$ cat src/rtl/vga_sync_rx.sv
// rtl/vga_sync_rx.sv - VGA raster timing receiver: locks to hsync/vsync, regenerates position and flags timing faults
module vga_sync_rx #(
    parameter int H_TOTAL    = 800,
    parameter int V_TOTAL    = 525,
    parameter int H_ACTIVE   = 640,
    parameter int V_ACTIVE   = 480,
    parameter int H_SYNC_ST  = 656,
    parameter int H_SYNC_LEN = 96,
    parameter int V_SYNC_ST  = 490,
    parameter int V_SYNC_LEN = 2
) (
    input  logic        clk,
    input  logic        rst,
    input  logic        pixel_en,
    input  logic        hsync_n,
    input  logic        vsync_n,
    output logic [9:0]  col,
    output logic [9:0]  row,
    output logic        active,
    output logic [18:0] addr,
    output logic        frame_start,
    output logic        locked,
    output logic        sync_err,
    output logic [7:0]  err_count
);

    localparam logic [9:0] H_LAST  = 10'(H_TOTAL - 1);
    localparam logic [9:0] V_LAST  = 10'(V_TOTAL - 1);
    localparam logic [9:0] H_ACT   = 10'(H_ACTIVE);
    localparam logic [9:0] V_ACT   = 10'(V_ACTIVE);
    localparam logic [9:0] HS_ST   = 10'(H_SYNC_ST);
    localparam logic [9:0] HS_END  = 10'(H_SYNC_ST + H_SYNC_LEN);
    localparam logic [9:0] VS_ST   = 10'(V_SYNC_ST);
    localparam logic [9:0] VS_END  = 10'(V_SYNC_ST + V_SYNC_LEN);

    typedef enum logic [1:0] {
        HUNT   = 2'd0,
        HLOCK  = 2'd1,
        LOCKED = 2'd2
    } state_t;

    state_t      state, state_d;
    logic        hs_prev, vs_prev;
    logic        hs_fall, vs_fall;
    logic [9:0]  col_n, row_n;
    logic        hs_exp, vs_exp;
    logic        err;
    logic [9:0]  col_d, row_d;
    logic [18:0] addr_d;
    logic        active_d, fs_d, locked_d;
    logic [7:0]  cnt_d;

    assign hs_fall = hs_prev & ~hsync_n;
    assign vs_fall = vs_prev & ~vsync_n;
    assign col_n   = (col == H_LAST) ? 10'd0 : col + 10'd1;
    assign row_n   = (col != H_LAST) ? row : ((row == V_LAST) ? 10'd0 : row + 10'd1);
    assign hs_exp  = !((col_n >= HS_ST) && (col_n < HS_END));
    assign vs_exp  = !((row_n >= VS_ST) && (row_n < VS_END));

    always_comb begin
        state_d  = state;
        col_d    = col;
        row_d    = row;
        addr_d   = addr;
        active_d = 1'b0;
        fs_d     = 1'b0;
        err      = 1'b0;
        case (state)
            HUNT: begin
                if (hs_fall) begin
                    col_d   = HS_ST;
                    state_d = HLOCK;
                end
            end
            HLOCK: begin
                col_d = col_n;
                // vsync is judged first, so a coincident hsync edge never masks a good vertical lock
                if (vs_fall) begin
                    if (col_n == 10'd0) begin
                        row_d   = VS_ST;
                        col_d   = 10'd0;
                        state_d = LOCKED;
                    end else begin
                        err = 1'b1;
                    end
                end else if (hs_fall && (col_n != HS_ST)) begin
                    err = 1'b1;
                end
            end
            LOCKED: begin
                if ((hsync_n != hs_exp) || (vsync_n != vs_exp)) begin
                    err = 1'b1;
                end else begin
                    col_d    = col_n;
                    row_d    = row_n;
                    active_d = (col_n < H_ACT) && (row_n < V_ACT);
                    if ((col_n == 10'd0) && (row_n == 10'd0)) begin
                        addr_d = 19'd0;
                        fs_d   = 1'b1;
                    end else if (active_d) begin
                        addr_d = addr + 19'd1;
                    end
                end
            end
            default: state_d = HUNT;
        endcase
        if (err) begin
            state_d  = HUNT;
            col_d    = 10'd0;
            row_d    = 10'd0;
            addr_d   = 19'd0;
            active_d = 1'b0;
        end
        locked_d = (state_d == LOCKED);
        cnt_d    = (err && (err_count != 8'hFF)) ? err_count + 8'd1 : err_count;
    end

    always_ff @(posedge clk or posedge rst) begin
        if (rst) begin
            state       <= HUNT;
            col         <= 10'd0;
            row         <= 10'd0;
            addr        <= 19'd0;
            active      <= 1'b0;
            frame_start <= 1'b0;
            locked      <= 1'b0;
            sync_err    <= 1'b0;
            err_count   <= 8'd0;
            hs_prev     <= 1'b1;
            vs_prev     <= 1'b1;
        end else if (pixel_en) begin
            state       <= state_d;
            col         <= col_d;
            row         <= row_d;
            addr        <= addr_d;
            active      <= active_d;
            frame_start <= fs_d;
            locked      <= locked_d;
            sync_err    <= err;
            err_count   <= cnt_d;
            hs_prev     <= hsync_n;
            vs_prev     <= vsync_n;
        end else begin
            frame_start <= 1'b0;
            sync_err    <= 1'b0;
        end
    end

endmodule

$ cat config.mk
export PLATFORM = sky130hd
export DESIGN_NAME = vga_sync_rx
export DESIGN_NICKNAME = d
export VERILOG_FILES = /design/src/rtl/vga_sync_rx.sv
export SDC_FILE = /design/constraint.sdc
export NUM_CORES = 1
export LEC_CHECK = 0
export CAP_MARGIN = 10
export CORE_ASPECT_RATIO = 2
export CORE_MARGIN = 4
export CORE_UTILIZATION = 33
export DETAILED_ROUTE_END_ITERATION = 7
export GPL_TIMING_DRIVEN = 1
export PLACE_DENSITY_LB_ADDON = 0.2
export SYNTH_ARGS = -nofsm -noshare
export SYNTH_HDL_FRONTEND = slang
export SYNTH_SLANG_ARGS = --single-unit
$ cat constraint.sdc
create_clock -name clk -period 7.1 [get_ports clk]
set_input_delay 1.42 -clock clk [delete_from_list [all_inputs] [get_ports clk]]
set_output_delay 1.42 -clock clk [all_outputs]
set_load 0.02 [all_outputs]
* Yosys cells after proc, flatten, opt, wreduce, memory -nomap -nowiden
Index checks and enable logic that the tools add are counted.
** Cells by class
- $mul :: 0
- Shift-type cells :: 0
- Add/sub/neg operators :: 4
- Equal/unequal tests :: 15
- Div/mod/pow operators :: 0
- Mux-type cells :: 37
- Order comparisons :: 6
- Bitwise logic cells :: 4
- Reduce and logical (&&, ||, !) cells :: 20
** Operators with widths (count)
- two-way mux 10 bit :: 12
- two-way mux 19 bit :: 5
- case mux 10 bit (3 select lines) :: 1
- adder 10 x 1 -> 10 bit, second input constant :: 2
- == test 10 bit, second input constant :: 2
- zero test 10 bit :: 2
- < comparator 10 bit, second input constant :: 2
- < comparator 10 x 9 -> 1 bit, second input constant :: 2
- != test 10 bit, second input constant :: 2
- case mux 10 bit (2 select lines) :: 1
- adder 19 x 1 -> 19 bit, second input constant :: 1
- two-way mux 1 bit :: 12
- != test 3 bit, second input constant :: 4
- greater-or-equal comparator 10 bit, second input constant :: 1
- greater-or-equal comparator 10 x 9 -> 1 bit, second input constant :: 1
- adder 8 x 1 -> 8 bit, second input constant :: 1
- two-way mux 2 bit :: 4
- != test 8 bit, second input constant :: 1
- AND reduction 4 bit :: 2
- logical AND 1 bit :: 6
- case mux 2 bit (3 select lines) :: 1
- nonzero test 3 bit :: 2
- AND reduction 5 bit :: 1
- == test 2 bit, second input constant :: 2
- 12 further kinds :: 16
** Word-level totals
- Bits in latches :: 0
- Register bits :: 55
- Output and inout port bits :: 51
- Logic and storage cells :: 97
- ROM bits :: 0
- RAM bits :: 0
- Memories :: 0

* Logic depth before layout (Yosys ltp)
Gate-level depths: netlist of run 1.
- Depth in word-level cells :: 12
- Mapped depth :: 16
- Depth with buffers taken out :: 12

* Worst setup path before layout of run 1
No wires, ideal clock.
- Path type :: register to register
- From :: register col[1]
- To :: register col[5]
- Stages on the path, launching flop included :: 14
- Library setup time :: 0.136 ns
- Arrival time :: 3.589 ns
- Required time :: 6.964 ns
- Path buffers :: 2
- Period minus slack after synthesis :: 3.724 ns
- Slack :: 3.376 ns
- Cells stage by stage :: dfrtp_1 > ha_1 > nand4_4 > nor4_4 > nand4_1 > xor2_1 > or4b_4 > buf_6 > or3_4 > a31oi_4 > o21ai_2 > buf_4 > o21ai_1 > o41ai_2
** Between the ends
- Cells in the longest elaborated chain, start to end :: 11
** Ends and longest elaborated chain
- start: declaration :: line 17 : output logic [9:0] col,
- start signal: assignment :: line 133 : col <= col_d;
- adder 10 x 1 -> 10 bit, or another cell as far along :: line 55 : assign col_n = (col == H_LAST) ? 10'd0 : col + 10'd1;
- two-way mux 10 bit (on tied branches) :: line 55, 56
- greater-or-equal comparator 10 bit, or another cell as far along :: line 57 : assign hs_exp = !((col_n >= HS_ST) && (col_n < HS_END));
- logical AND 1 bit (on tied branches) :: line 57, 58
- zero test 1 bit (on tied branches) :: line 57, 58
- != test 1 bit :: line 91 : if ((hsync_n != hs_exp) || (vsync_n != vs_exp)) begin
- logical OR 1 bit :: line 91
- two-way mux 1 bit :: line 91
- case mux 1 bit (2 select lines) :: line 68 : case (state)
- != test 3 bit (no line) / nonzero test 4 bit (equally long branches)
- AND reduction 4 bit (no line)
Parallel ways exist; a longest one is shown, timed or not. The select of a mux whose other input is x is not followed.
A chain may end at the register's enable or synchronous reset.

* Worst setup path in the final report of run 1
- From :: register col[0]
- To :: register row[6]
** Between the ends
- Cells in the longest elaborated chain, start to end :: 11
** Ends and longest elaborated chain
- adder 10 x 1 -> 10 bit, or another cell as far along :: line 55
- two-way mux 10 bit (on tied branches) :: line 55, 56
- greater-or-equal comparator 10 bit, or another cell as far along :: line 57
- logical AND 1 bit (on tied branches) :: line 57, 58
- zero test 1 bit (on tied branches) :: line 57, 58
- != test 1 bit :: line 91
- logical OR 1 bit :: line 91
- two-way mux 1 bit :: line 91
- case mux 1 bit (2 select lines) :: line 68
- != test 3 bit (no line) / nonzero test 3 bit (equally long branches)
- AND reduction 5 bit (no line)
- end signal: assignment :: line 134 : row <= row_d;
- end: declaration :: line 18 : output logic [9:0] row,
Parallel ways exist; a longest one is shown, timed or not. The select of a mux whose other input is x is not followed.

==> results of run 1 <==
[synth_stat cells, types with 3 or more instances]
library cell,n,area [µm²]
a22o_1,17,149
o31ai_1,5,37.5
a221o_1,4,40.0
nor2b_1,20,125
buf_2,6,30.0
nor3b_1,4,30.0
mux2_2,3,33.8
inv_1,18,67.6
o21ai_0,10,50.1
nor2_1,16,60.1
and4_1,3,26.3
a21o_1,4,30.0
mux2_1,3,33.8
xnor2_1,11,96.3
nand3_1,19,95.1
nor4_1,4,25.0
and2_1,3,18.8
a21oi_1,6,30.0
nand3b_1,4,30.0
xor2_1,4,35.0
nand4_1,10,62.6
nor3_1,11,55.1
a31oi_1,6,37.5
nand2b_1,10,62.6
ha_1,12,150
clkbuf_1,14,52.6
o22ai_1,5,31.3
o21ai_1,21,105
and3_1,21,131
dfrtp_1,53,1330
nand2_1,25,93.8
[area by class of cell]
class / instances / area [µm²] / share of cell area, %
Clock buffer: 5 / 125 / 2.66
Clock inverter: 2 / 37.5 / 0.798
Inverter: 18 / 67.6 / 1.44
Multi-Input combinational cell: 324 / 2360 / 50.1
Sequential cell: 55 / 1380 / 29.3
Tap cell: 145 / 181 / 3.86
Timing Repair Buffer: 56 / 558 / 11.9
[critical path, delay by kind of cell (launching register included)]
family	cells	cell delay, ns
AND/OR/NAND/NOR	6	2.38
AO/OA/AOI/OAI	3	1.10
flip-flops	1	0.56
XOR/XNOR	1	0.11
adder cells (fa/ha/maj)	1	0.48
[how the worst max path moves through the flow]
stage | from | endpoint | slack (ns) | cells after the start
2_1_floorplan | col[1]$_DFFE_PP0P_ | col[5]$_DFFE_PP0P_ | 3.38 | 13
3_3_place_gp | col[0]$_DFFE_PP0P_ | row[6]$_DFFE_PP0P_ | 2.52 | 11
3_5_place_dp | col[0]$_DFFE_PP0P_ | row[6]$_DFFE_PP0P_ | 2.38 | 11
4_1_cts | col[0]$_DFFE_PP0P_ | row[6]$_DFFE_PP0P_ | 2.33 | 11
5_1_grt | col[0]$_DFFE_PP0P_ | row[6]$_DFFE_PP0P_ | 1.95 | 11
6_report | col[0]$_DFFE_PP0P_ | row[6]$_DFFE_PP0P_ | 2.33 | 11
[sequential cells by signal, indices dropped and copies added, names as in the netlist]
name         cells
locked           1
active           1
col             10
hs_prev          1
state            2
sync_err         1
frame_start      1
err_count        8
addr            19
row             10
vs_prev          1
[routing by layer]
layer / GRT usage (%) / share of wire [%] / routed length (µm)
met1: 15.9 / 36 / 3900
met5: 0 / 0 / 0
met3: 2.13 / 3.3 / 353
met4: 8.72 / 4.8 / 518
met2: 30.1 / 56 / 6020
[placed cells by master (no fill, tap or decap), types with 3 or more instances in the layout]
cell type / instances
nand2b_1: 10
a21oi_1: 6
inv_1: 17
nand3_1: 19
dfrtp_1: 53
nor3_1: 11
o21ai_0: 10
o31ai_1: 5
nor4_1: 4
nor2b_1: 20
xnor2_1: 11
mux2_2: 3
and4_1: 3
nand2_1: 25
mux2_1: 3
nor2_1: 16
clkdlybuf4s50_1: 55
a22o_1: 17
a31oi_1: 6
o21ai_1: 21
a21o_1: 4
nor3b_1: 4
and3_1: 21
xor2_1: 4
o22ai_1: 5
clkbuf_16: 5
nand3b_1: 4
nand4_1: 10
and2_1: 3
a221o_1: 4
ha_1: 12
[logic make-up (layout without fill, tap and decap cells)]
family | after synthesis | count (layout) | synth area share, %
compound gates | 116 | 116 | 23.4
xor+xnor | 15 | 15 | 3.35
fa+ha+maj | 12 | 12 | 3.82
buf+inv | 43 | 81 | 4.88
flops | 55 | 55 | 35.1
mux | 8 | 8 | 2.23
simple gates | 173 | 173 | 27.2
[where the power goes]
part,switching [W],internal (W)
Combinational,0.000351,0.000235
Clock,0.000120,0.000165
Sequential,0.0000867,0.000362
Total,0.000557,0.000761
[through the flow]
stage / instance area [µm²] / util [%] / power, W / std cells / worst slack (ns)
2_1_floorplan: 3930 / - / 0.000855 / 422 / 3.38
3_3_place_gp: 4540 / 38.8 / 0.00103 / 598 / 2.52
3_5_place_dp: 4540 / 38.8 / 0.00104 / 598 / 2.38
4_1_cts: 4700 / 40.2 / 0.00133 / 605 / 2.33
5_1_grt: 4700 / 40.2 / 0.00140 / 605 / 1.95
6_report: 4700 / 40.2 / 0.00132 / 605 / 2.33
==> results.json, run 1 <==
{
  "outcome": "complete, no violations",
  "synthToLayoutAreaGrowth_pct": 19.8,
  "finalSetupTns_ns": 0,
  "numPortBuffers": 55,
  "synth_fp_nets": 439,
  "ant_nets": 0,
  "dominantRegCellSynth": "dfrtp_1",
  "slowest_stage": "nor4_4",
  "gp_congestion": 0.864,
  "ff2ff_setup_slack_ns": 2.33,
  "synthesis.area_mm2": 0.00393,
  "fin_worst_skew_ns": 0.00470,
  "post_cts_resized": 0,
  "ys_types": 81,
  "tightest_slew_ns": 1.00,
  "cts_hold_buf": 0,
  "grt_max_degree": 56,
  "synth_edf_count": 0,
  "min_period_over_period_pct": 67.2,
  "grt_pass1_wl_um": 17400,
  "tritoncts": "yes",
  "r2r_start": "col[0]$_DFFE_PP0P_",
  "die_h_um": 162,
  "totalWireLength_um": 10800,
  "crit_fanout": 19,
  "insertedDiodeCount": 0,
  "io_pins": 56,
  "clk_latency_ns": 0.30,
  "routed-via-count": 3495,
  "clock-root-buffer": "clkbuf_16",
  "min_from": "err_count[5]$_DFFE_PP0P_",
  "async_reset_ff_share_pct": 100,
  "peakVddDrop_mv": 0.151,
  "finalHoldViolations": 0,
  "setup_violations": 0,
  "cp-end-kind": "flip-flop",
  "clk_pin_slew_ns": 0.07,
  "min_path_type": "reg2reg",
  "grtUsageTotal_pct": 15.8,
  "max-cap-violations": 0,
  "dr.pass1.iters": 4,
  "arrival_ns": 4.95,
  "clock_sinks": 55,
  "fin_nets": 477,
  "whs_path_depth": 1,
  "drc_errors": 0,
  "ys_seq_elements": 55,
  "first_global_vias": 3441,
  "ys_warn_count": 0,
  "num_rows": 56,
  "antenna_found_initial": 0,
  "first_iter_violations": 161,
  "drv_slew": 0,
  "max-clock-path-buffers": 2,
  "start_util_pct": 33.6,
  "criticalPathCategory": "reg2reg",
  "core_mm2": 0.0117,
  "htree_levels": 2,
  "die_w_um": 85.1,
  "r2r_end": "row[6]$_DFFE_PP0P_",
  "avgViaCountPerCell": 5.78,
  "ys_seq_area_share_pct": 35.1,
  "r2r_cells": 11,
  "cts_buffers": 5,
  "whs_ns": 0.485,
  "syn_area_per_cell_um2": 9.30,
  "postCtsSetupBuffers": 0,
  "rsz0062_at_grt": "no",
  "max_stage_delay_ns": 0.78,
  "hpwl_um": 8170,
  "grt_overflow": 0,
  "min_period_ns": 4.77,
  "drive_above_1_share_pct": 9.13,
  "maxSlewHeadroom_pct": 32.4,
  "timing.fmax_mhz": 210,
  "power.density_mw_per_mm2": 280,
  "synth_cells": 422,
  "cp.required_ns": 7.28,
  "worstPathCellList": "ha_1 -> nand4_4 -> nor4_4 -> and4_1 -> xnor2_1 -> or4b_4 -> o21a_4 -> nor3_4 -> a21o_1 -> nor2_1 -> a221o_1",
  "fillers": 1157,
  "hold_end": "err_count[5]$_DFFE_PP0P_",
  "die_area_mm2": 0.0138,
  "p_leak_nw": 1.87,
  "routedWlPerCell_um": 17.8,
  "worstSetupStartpointType": "flip-flop"
}
Note: power is estimated with default switching activity, not from simulation.
==> run 2: changes to the inputs <==
==> constraint.sdc (replaced) <==
create_clock -name clk -period 4 [get_ports clk]
set_input_delay 0.8 -clock clk [delete_from_list [all_inputs] [get_ports clk]]
set_output_delay 0.8 -clock clk [all_outputs]
set_load 0.02 [all_outputs]
==> run 2 against run 1 <==
Final cell count is 4.3% higher. Clock-buffer cell count did not move. Register-to-register slack got worse by 2.0 ns. Combinational power is 98% higher. Non-clock buffer count rose by 25. Routed wire length is 4.2% higher. Flip-flop and latch count did not move. Sequential power up 68%. Final area is 4.6% higher. First-iteration DRC count is 35% higher. Clock skew rose by 0.0017 ns. Critical path depth decreased by 1.
==> results.json, run 2 (synthesis results as in run 1) <==
{
  "maxSlewHeadroom_pct": 39.7,
  "routedWlPerCell_um": 17.8,
  "grt_pass1_wl_um": 18200,
  "cp.required_ns": 4.19,
  "tightest_slew_ns": 0.904,
  "routed-via-count": 3589,
  "first_iter_violations": 218,
  "min_period_ns": 3.71,
  "first_global_vias": 3675,
  "power_frac_comb_pct": 46.7,
  "totalWireLength_um": 11200,
  "fin_nets": 502,
  "power.density_mw_per_mm2": 504,
  "cts_hold_buf": 0,
  "gp_congestion": 0.856,
  "criticalPathCategory": "reg2reg",
  "numPortBuffers": 55,
  "min_from": "err_count[5]$_DFFE_PP0P_",
  "htree_levels": 2,
  "min_period_over_period_pct": 92.7,
  "seq_power_share_pct": 30.4,
  "pwr-share-clk_pct": 22.9,
  "sw_frac_of_total_pct": 40.7,
  "max-cap-violations": 0,
  "finalHoldViolations": 0,
  "cell_internal_pwr_w": 0.00147,
  "num_rows": 56,
  "fin_worst_skew_ns": 0.00641,
  "crit_buf_inv": 0,
  "outcome": "complete, no violations",
  "die_w_um": 85.1,
  "worstSetupStartpointType": "flip-flop",
  "min_path_type": "reg2reg",
  "insertedDiodeCount": 0,
  "ant_nets": 0,
  "post_cts_resized": 0,
  "r2r_start": "col[6]$_DFFE_PP0P_",
  "max-clock-path-buffers": 2,
  "largest-register": "addr",
  "drv_slew": 0,
  "drc_errors": 0,
  "slowest_stage": "or4_1",
  "grt_max_degree": 43,
  "dr.pass1.iters": 4,
  "power_switching_w": 0.00101,
  "clk_latency_ns": 0.30,
  "die_area_mm2": 0.0138,
  "clock_sinks": 55,
  "startpoint": "col[6]$_DFFE_PP0P_",
  "setup_violations": 0,
  "grt_overflow": 0,
  "io_pins": 56,
  "crit_fanout": 19,
  "grtUsageTotal_pct": 16.4,
  "max_stage_delay_ns": 0.69,
  "avgViaCountPerCell": 5.69,
  "peakVddDrop_mv": 0.304,
  "postCtsSetupBuffers": 0,
  "cp_top_family": "compound AO/OA/AOI/OAI gates",
  "layout_common_cells": "55 x clkdlybuf4s50_1, 53 x dfrtp_1, 26 x buf_4",
  "core_mm2": 0.0117,
  "largest_reg_flops": 19,
  "whs_ns": 0.499,
  "cp-end-kind": "flip-flop",
  "start_util_pct": 33.6,
  "worstPathCellList": "nand3_1 -> o311a_1 -> a221oi_1 -> nor4_1 -> xnor2_1 -> nand3b_1 -> or4_1 -> o21ai_4 -> o21ai_1 -> a22o_1",
  "fillers": 1123,
  "timing.fmax_mhz": 270,
  "p_leak_nw": 2.02,
  "cts_buffers": 5,
  "die_h_um": 162,
  "tritoncts": "yes",
  "antenna_found_initial": 0,
  "hpwl_um": 8680,
  "clock-root-buffer": "clkbuf_16",
  "clk_pin_slew_ns": 0.07,
  "rsz0062_at_grt": "no",
  "synthToLayoutAreaGrowth_pct": 25.4,
  "finalSetupTns_ns": 0,
  "arrival_ns": 3.90,
  "drive_above_1_share_pct": 14.0,
  "largestRegisters": "addr x19, col x10, row x10",
  "layout.cells.most_common": "clkdlybuf4s50_1"
}
-- run 2: worst register-to-register path, delay by kind of cell (launching register included) --
kind | cells | cell delay, ns
flops | 1 | 0.58
xor+xnor | 1 | 0.22
compound gates | 5 | 1.45
simple gates | 4 | 1.36
-- run 2: through the flow --
step	utilization [%]	area [µm²]	worst slack, ns	std cells	total power (W)
after floorplan	-	3930	0.276	422	0.00152
after global placement	40.4	4730	0.339	623	0.00191
after detailed placement	40.4	4730	0.307	623	0.00192
after CTS	42.1	4920	0.300	631	0.00251
after global routing	42.1	4920	0.0125	631	0.00263
final	42.1	4920	0.292	631	0.00248
-- run 2: worst paths after layout --
kind	end	slack, ns	cells after the start
max in group asynchronous	row[3]$_DFFE_PP0P_	2.33	3
min in group asynchronous	addr[2]$_DFFE_PP0P_	1.01	2
hold / removal	err_count[5]$_DFFE_PP0P_	0.50	1
setup / recovery	addr[3]$_DFFE_PP0P_	0.29	10
setup reg to reg	addr[3]$_DFFE_PP0P_	0.29	10
hold reg to reg	err_count[5]$_DFFE_PP0P_	0.50	1
-- run 2: area by class of cell --
| cell class | count | area (µm²) | area share (%) |
|---|---|---|---|
| sequential | 55 | 1380 | 28.0 |
| clock buffer | 5 | 125 | 2.54 |
| inverter | 18 | 67.6 | 1.37 |
| multi-input combinational | 324 | 2360 | 47.9 |
| timing repair buffer | 81 | 746 | 15.1 |
| tap | 145 | 181 | 3.69 |
| clock inverter | 3 | 67.6 | 1.37 |
-- run 2: layer usage --
metal | share of wire (%) | vias up | track usage, % | routed length (µm)
li1 | - | 1703 | - | -
met1 | 36 | 1738 | 15.9 | 4060
met2 | 56 | 113 | 32.3 | 6300
met3 | 3.4 | 35 | 1.98 | 384
met4 | 4.4 | 0 | 8.86 | 499
met5 | 0 | - | 0 | 0
-- run 2: power groups by stage --
stage,registers (W),clock network [W],logic (W)
finish,0.000754,0.000569,0.00116
global route,0.000771,0.000601,0.00126
CTS,0.000753,0.000587,0.00117
detailed placement,0.000764,0,0.00116
global placement,0.000762,0,0.00115
floorplan,0.000825,0,0.000693
==> run 3: changes to the inputs <==
--- a/config.mk
+++ b/config.mk
@@ -12,6 +12,8 @@
 export DETAILED_ROUTE_END_ITERATION = 7
 export GPL_TIMING_DRIVEN = 1
 export PLACE_DENSITY_LB_ADDON = 0.2
+export RECOVER_POWER = 100
+export REMOVE_ABC_BUFFERS = 1
 export SYNTH_ARGS = -nofsm -noshare
 export SYNTH_HDL_FRONTEND = slang
 export SYNTH_SLANG_ARGS = --single-unit
==> run 3 against run 2 <==
Clock skew grew 0.0040 ns. Final area shrank 1.5%. Clock power shrank 18%. The flow now finishes with violations (max-capacitance violations, max-slew violations). Die area is the same. Clock-buffer cell count is the same. Worst hold slack lost 0.0044 ns. Register-to-register slack lost 0.11 ns. Fmax shrank 2.8%. Final cell count grew 0.32%. Routed wire length grew 1.2%. Critical path type unchanged.
==> results.json, run 3 (synthesis results as in run 1) <==
{
  "outcome": "finished, violations left",
  "failed_checks": "max-capacitance violations, max-slew violations",
  "grt_overflow": 0,
  "routed-via-count": 3596,
  "p_leak_nw": 2.09,
  "drv_slew": 40,
  "start_util_pct": 33.6,
  "min_period_ns": 3.81,
  "finalHoldViolations": 0,
  "tritoncts": "yes",
  "fin_nets": 504,
  "hold_end": "err_count[5]$_DFFE_PP0P_",
  "place_ws_ns": 0.213,
  "cp-end-kind": "flip-flop",
  "drive_above_1_share_pct": 12.7,
  "criticalPathCategory": "reg2reg",
  "antenna_found_initial": 0,
  "largest_reg_flops": 19,
  "clk_pin_slew_ns": 0.08,
  "first_global_vias": 3792,
  "min_path_type": "reg2reg",
  "gp_congestion": 0.819,
  "grtUsageTotal_pct": 16.9,
  "r2r_cells": 11,
  "r2r_end": "row[0]$_DFFE_PP0P_",
  "total_power_w": 0.00233,
  "arrival_ns": 4.01,
  "peakVddDrop_mv": 0.243,
  "totalWireLength_um": 11400,
  "cts_buffers": 5,
  "rsz0062_at_grt": "no",
  "tightest_slew_ns": 1.60,
  "die_w_um": 85.1,
  "r2r_start": "col[4]$_DFFE_PP0P_",
  "largest-register": "addr",
  "clk_latency_ns": 0.30,
  "io_pins": 56,
  "htree_levels": 2,
  "cp.required_ns": 4.20,
  "worstSetupStartpointType": "flip-flop",
  "crit_fanout": 13,
  "cts_hold_buf": 0,
  "setup_ws_ns": 0.187,
  "grt_max_degree": 40,
  "dp_cells": 624,
  "num_rows": 56,
  "grt_pass1_wl_um": 18800,
  "ant_nets": 0,
  "clock-root-buffer": "clkbuf_16",
  "fillers": 1135,
  "whs_path_depth": 1,
  "layout_common_cells": "52 x dfrtp_1, 52 x dlygate4sd3_1, 25 x nand2_1",
  "min_period_over_period_pct": 95.3,
  "ff2ff_setup_slack_ns": 0.19,
  "largestRegisters": "addr x19, col x10, row x10",
  "fin_cells": 633,
  "die_h_um": 162,
  "die_area_mm2": 0.0138,
  "avgViaCountPerCell": 5.68,
  "insertedDiodeCount": 0,
  "fin_worst_skew_ns": 0.0104,
  "max-clock-path-buffers": 2,
  "timing.fmax_mhz": 262,
  "slowest_stage": "or4_4",
  "hpwl_um": 8700,
  "routedWlPerCell_um": 18.0,
  "dr.pass1.iters": 6,
  "power.density_mw_per_mm2": 480,
  "first_iter_violations": 178,
  "max_stage_delay_ns": 0.60,
  "worstPathCellList": "nand4_4 -> or4_4 -> o21ai_2 -> or3b_1 -> or2_1 -> a221o_1 -> nor3_1 -> a21o_1 -> buf_4 -> nor2_1 -> a22o_1",
  "drc_errors": 0,
  "min_from": "err_count[5]$_DFFE_PP0P_",
  "numPortBuffers": 55,
  "setup_violations": 0,
  "synthToLayoutAreaGrowth_pct": 23.5,
  "max-cap-violations": 1,
  "core_mm2": 0.0117,
  "maxSlewHeadroom_pct": -6.88,
  "clock_sinks": 55
}
-- run 3: cell types whose count changed in the layout (fill, tap and decap cells not counted), moves of 2 or more --
cell / before / now
bufinv_16: 2 / 0
dlygate4sd3_1: 0 / 52
clkdlybuf4s50_1: 55 / 3
buf_4: 26 / 24
clkbuf_1: 0 / 4
o21ai_1: 21 / 9
o21ai_0: 10 / 22
-- run 3: metal layers --
| metal | part of all wire, % | vias up | GRT usage, % | routed length, µm |
|---|---|---|---|---|
| li1 | - | 1707 | - | - |
| met1 | 37 | 1744 | 17.4 | 4200 |
| met2 | 56 | 106 | 32.0 | 6370 |
| met3 | 3.0 | 39 | 2.08 | 338 |
| met4 | 4.1 | 0 | 9.51 | 472 |
| met5 | 0 | - | 0 | 0 |
-- run 3: critical path, delay by kind of cell, from the launching register on --
kind | cells | cell delay, ns
flip-flops | 1 | 0.55
AO/OA/AOI/OAI | 4 | 1.16
AND/OR/NAND/NOR | 6 | 1.76
buffers and inverters | 1 | 0.22
-- run 3: how the worst max path moves through the flow --
stage,from,end,depth (start not counted)
floorplan,col[0]$_DFFE_PP0P_,row[6]$_DFFE_PP0P_,11
global placement,col[6]$_DFFE_PP0P_,addr[5]$_DFFE_PP0P_,10
detailed placement,col[6]$_DFFE_PP0P_,col[1]$_DFFE_PP0P_,10
CTS,col[6]$_DFFE_PP0P_,col[1]$_DFFE_PP0P_,10
global route,col[4]$_DFFE_PP0P_,row[0]$_DFFE_PP0P_,11
finish,col[4]$_DFFE_PP0P_,row[0]$_DFFE_PP0P_,11
-- run 3: stage by stage --
step / setup TNS (ns) / cell area (µm²) / hold slack (ns) / utilization (%)
2_1_floorplan: -1.24 / 3800 / 0.593 / -
3_3_place_gp: 0 / 4740 / 0.485 / 40.5
3_5_place_dp: 0 / 4740 / 0.497 / 40.5
4_1_cts: 0 / 4880 / 0.506 / 41.7
5_1_grt: 0 / 4850 / 0.514 / 41.4
6_report: 0 / 4850 / 0.495 / 41.4
-- run 3: timing repair --
action	CTS	global route
setup endpoints to repair	0	23
resized for setup	0	1
setup buffers	0	1
-- run 3: cell type report --
| type | instances | area, µm² | area share, % |
|---|---|---|---|
| clock inverter | 3 | 22.5 | 0.464 |
| inverter | 18 | 67.6 | 1.39 |
| sequential | 55 | 1380 | 28.5 |
| multi-input combinational | 324 | 2330 | 48.0 |
| tap | 145 | 181 | 3.74 |
| clock buffer | 5 | 125 | 2.58 |
| timing repair buffer | 83 | 746 | 15.4 |
-- run 3: where the power goes --
| part | total [W] | leakage [nW] | internal, W | switching, W |
|---|---|---|---|---|
| clock network | 0.000464 | 0.0742 | 0.000236 | 0.000228 |
| logic | 0.00112 | 1.31 | 0.000437 | 0.000680 |
| registers | 0.000749 | 0.709 | 0.000642 | 0.000106 |
| total | 0.00233 | 2.09 | 0.00132 | 0.00101 |
==> RTL change: new RTL, settings of run 1 <==
Register the output `err_count` once more, with the module's reset; this adds one clock of latency there. The other outputs are not delayed to match.
--- a/src/rtl/vga_sync_rx.sv
+++ b/src/rtl/vga_sync_rx.sv
@@ -38,6 +38,8 @@
         HLOCK  = 2'd1,
         LOCKED = 2'd2
     } state_t;
+
+    logic [7:0] err_count_s0;
 
     state_t      state, state_d;
     logic        hs_prev, vs_prev;
@@ -112,7 +114,7 @@
             active_d = 1'b0;
         end
         locked_d = (state_d == LOCKED);
-        cnt_d    = (err && (err_count != 8'hFF)) ? err_count + 8'd1 : err_count;
+        cnt_d    = (err && (err_count_s0 != 8'hFF)) ? err_count_s0 + 8'd1 : err_count_s0;
     end
 
     always_ff @(posedge clk or posedge rst) begin
@@ -125,7 +127,7 @@
             frame_start <= 1'b0;
             locked      <= 1'b0;
             sync_err    <= 1'b0;
-            err_count   <= 8'd0;
+            err_count_s0 <= 8'd0;
             hs_prev     <= 1'b1;
             vs_prev     <= 1'b1;
         end else if (pixel_en) begin
@@ -137,7 +139,7 @@
             frame_start <= fs_d;
             locked      <= locked_d;
             sync_err    <= err;
-            err_count   <= cnt_d;
+            err_count_s0 <= cnt_d;
             hs_prev     <= hsync_n;
             vs_prev     <= vsync_n;
         end else begin
@@ -146,5 +148,13 @@
         end
     end
 
+    always_ff @(posedge clk or posedge rst) begin
+        if (rst) begin
+            err_count <= '0;
+        end else begin
+            err_count <= err_count_s0;
+        end
+    end
+
 endmodule
 
Behaviour: not the same (Yosys sat finds a counterexample within 4 cycles, from zero or initial values and one cycle with rst high).
==> RTL change against run 1 <==
Synthesized area grew 8.7%. Power grew 39%. Clock skew grew 0.0011 ns. Non-clock buffer count grew 1. Critical path type unchanged. Routed wire length grew 16%. Setup slack gained 0.22 ns. Cell area grew 9.8%. Sequential cell count grew 8.
==> RTL change: results (changes against run 1) <==
The flow ran to the end, and the final reports show no timing, DRC or antenna violations. The final instance count without filler cells is 664 (+9.8%), and the maximum VDD drop is 0.1606 mV (+6.3%). The run gives 0.005785 ns (+0.001084 ns) as the setup skew after layout.

The synthesized netlist net count came out at 487 (+11%). The length in cells of the worst reg-to-reg path is 10 (-1), and the detailed router's first-iteration violation count is 206 (+28%). The critical path data arrival time is 4.81 ns (-0.14 ns). The flip-flop and latch share of the layout cell area came out at 30.58% (+1.3 points).

The final weighted congestion of routability-driven global placement is 0.8918 (+3.2%), and the final hold slack is 0.4169 ns (-0.06798 ns). The wire length of the first global-routing pass is 20.02 mm (+15%), and the internal cell power is 1.034 mW (+36%). The number of CTS-inserted buffers came out at 9 (+4). The relative area of non-clock buffer cells in the final design was 10.95% (-0.91 points); the largest net degree at the start of global routing was 64 (+14%). The capturing element of the worst setup path was addr[15]$_DFFE_PP0P_.

Routed length on met2: 6.887 mm (+14%). The commonest cells after synthesis are 61 x sky130_fd_sc_hd__dfrtp_1, 41 x sky130_fd_sc_hd__nand2_1, 32 x sky130_fd_sc_hd__nor2_1, 26 x sky130_fd_sc_hd__nand3_1, 23 x sky130_fd_sc_hd__and3_1. The run gives 9.366 mm (+15%) as the half-perimeter wire length after detailed placement.

For the detailed-routing wirelength on met1, the log shows 4.620 mm (+19%). The global-route track usage on met3 was 2.484% (+0.35 points); the flop and latch count out of synthesis was 63 (+15%). Least setup slack across all paths after layout: 2.549 ns (+0.2194 ns).

The endpoint with the worst hold slack was err_count[6]$_DFF_PP0_. The number of clock buffer instances in the layout is 11 (+6). The portion of the post-synthesis area used by sequential elements was 37.01% (+1.9 points). Worst slack at placement: 2.626 ns (+0.2492 ns). The run gives 470 (+11%) as the number of cells produced by synthesis.

The final net count is 527 (+10%), and the share of power burned in combinational logic is 46.3% (+1.9 points). The maximum single-stage delay on the critical path is 0.73 ns (-0.05 ns). The count of filler cells inserted in the layout is 1277 (+10%), and the multi-input gate count is 357 (+10%).

The number of buffers outside the clock class in the layout is 57 (+1.8%). The worst hold path cell count is 0 (-1), and the sequential power is 0.567 mW (+27%). The switching fraction of total power is 43.55% (+1.3 points), and the global-route usage over all layers is 17.25% (+1.5 points). The share of layout cells above drive strength 1 came out at 10.31% (+1.2 points). After synthesis, the cell types taking the most area are sky130_fd_sc_hd__dfrtp_1 36%, sky130_fd_sc_hd__nand2_1 3.6%, sky130_fd_sc_hd__a221o_1 3.5%, sky130_fd_sc_hd__ha_1 3.5%, sky130_fd_sc_hd__and3_1 3.4%. The worst slew margin relative to its limit was 37.19% (+4.8 points). The area growth from synthesis to final layout came out at 21.03%. The run gives 12.56 mm (+16%) as the post-detailed-routing wire length.

The fraction of area in multi-input gates was 47.73% (-2.3 points).
==> RTL change: cell count changes after synthesis, moves of 8 or more <==
cell                      delta
sky130_fd_sc_hd__dfrtp_1     +8
sky130_fd_sc_hd__a221o_1    +11
sky130_fd_sc_hd__nor2_1     +16
sky130_fd_sc_hd__nor2b_1    -11
sky130_fd_sc_hd__o21ai_1    -14
sky130_fd_sc_hd__a22o_1     -17
sky130_fd_sc_hd__nand2_1    +16
==> RTL change: cell families after synthesis <==
group                    Yosys count  share of synthesized area [%]
AO/OA/AOI/OAI                    127                          24.08
XOR/XNOR                          13                          2.669
adder cells (fa/ha/maj)           12                          3.519
buffers and inverters             50                          5.220
flip-flops                        63                          37.01
multiplexers                       6                          1.525
AND/OR/NAND/NOR                  199                          25.98
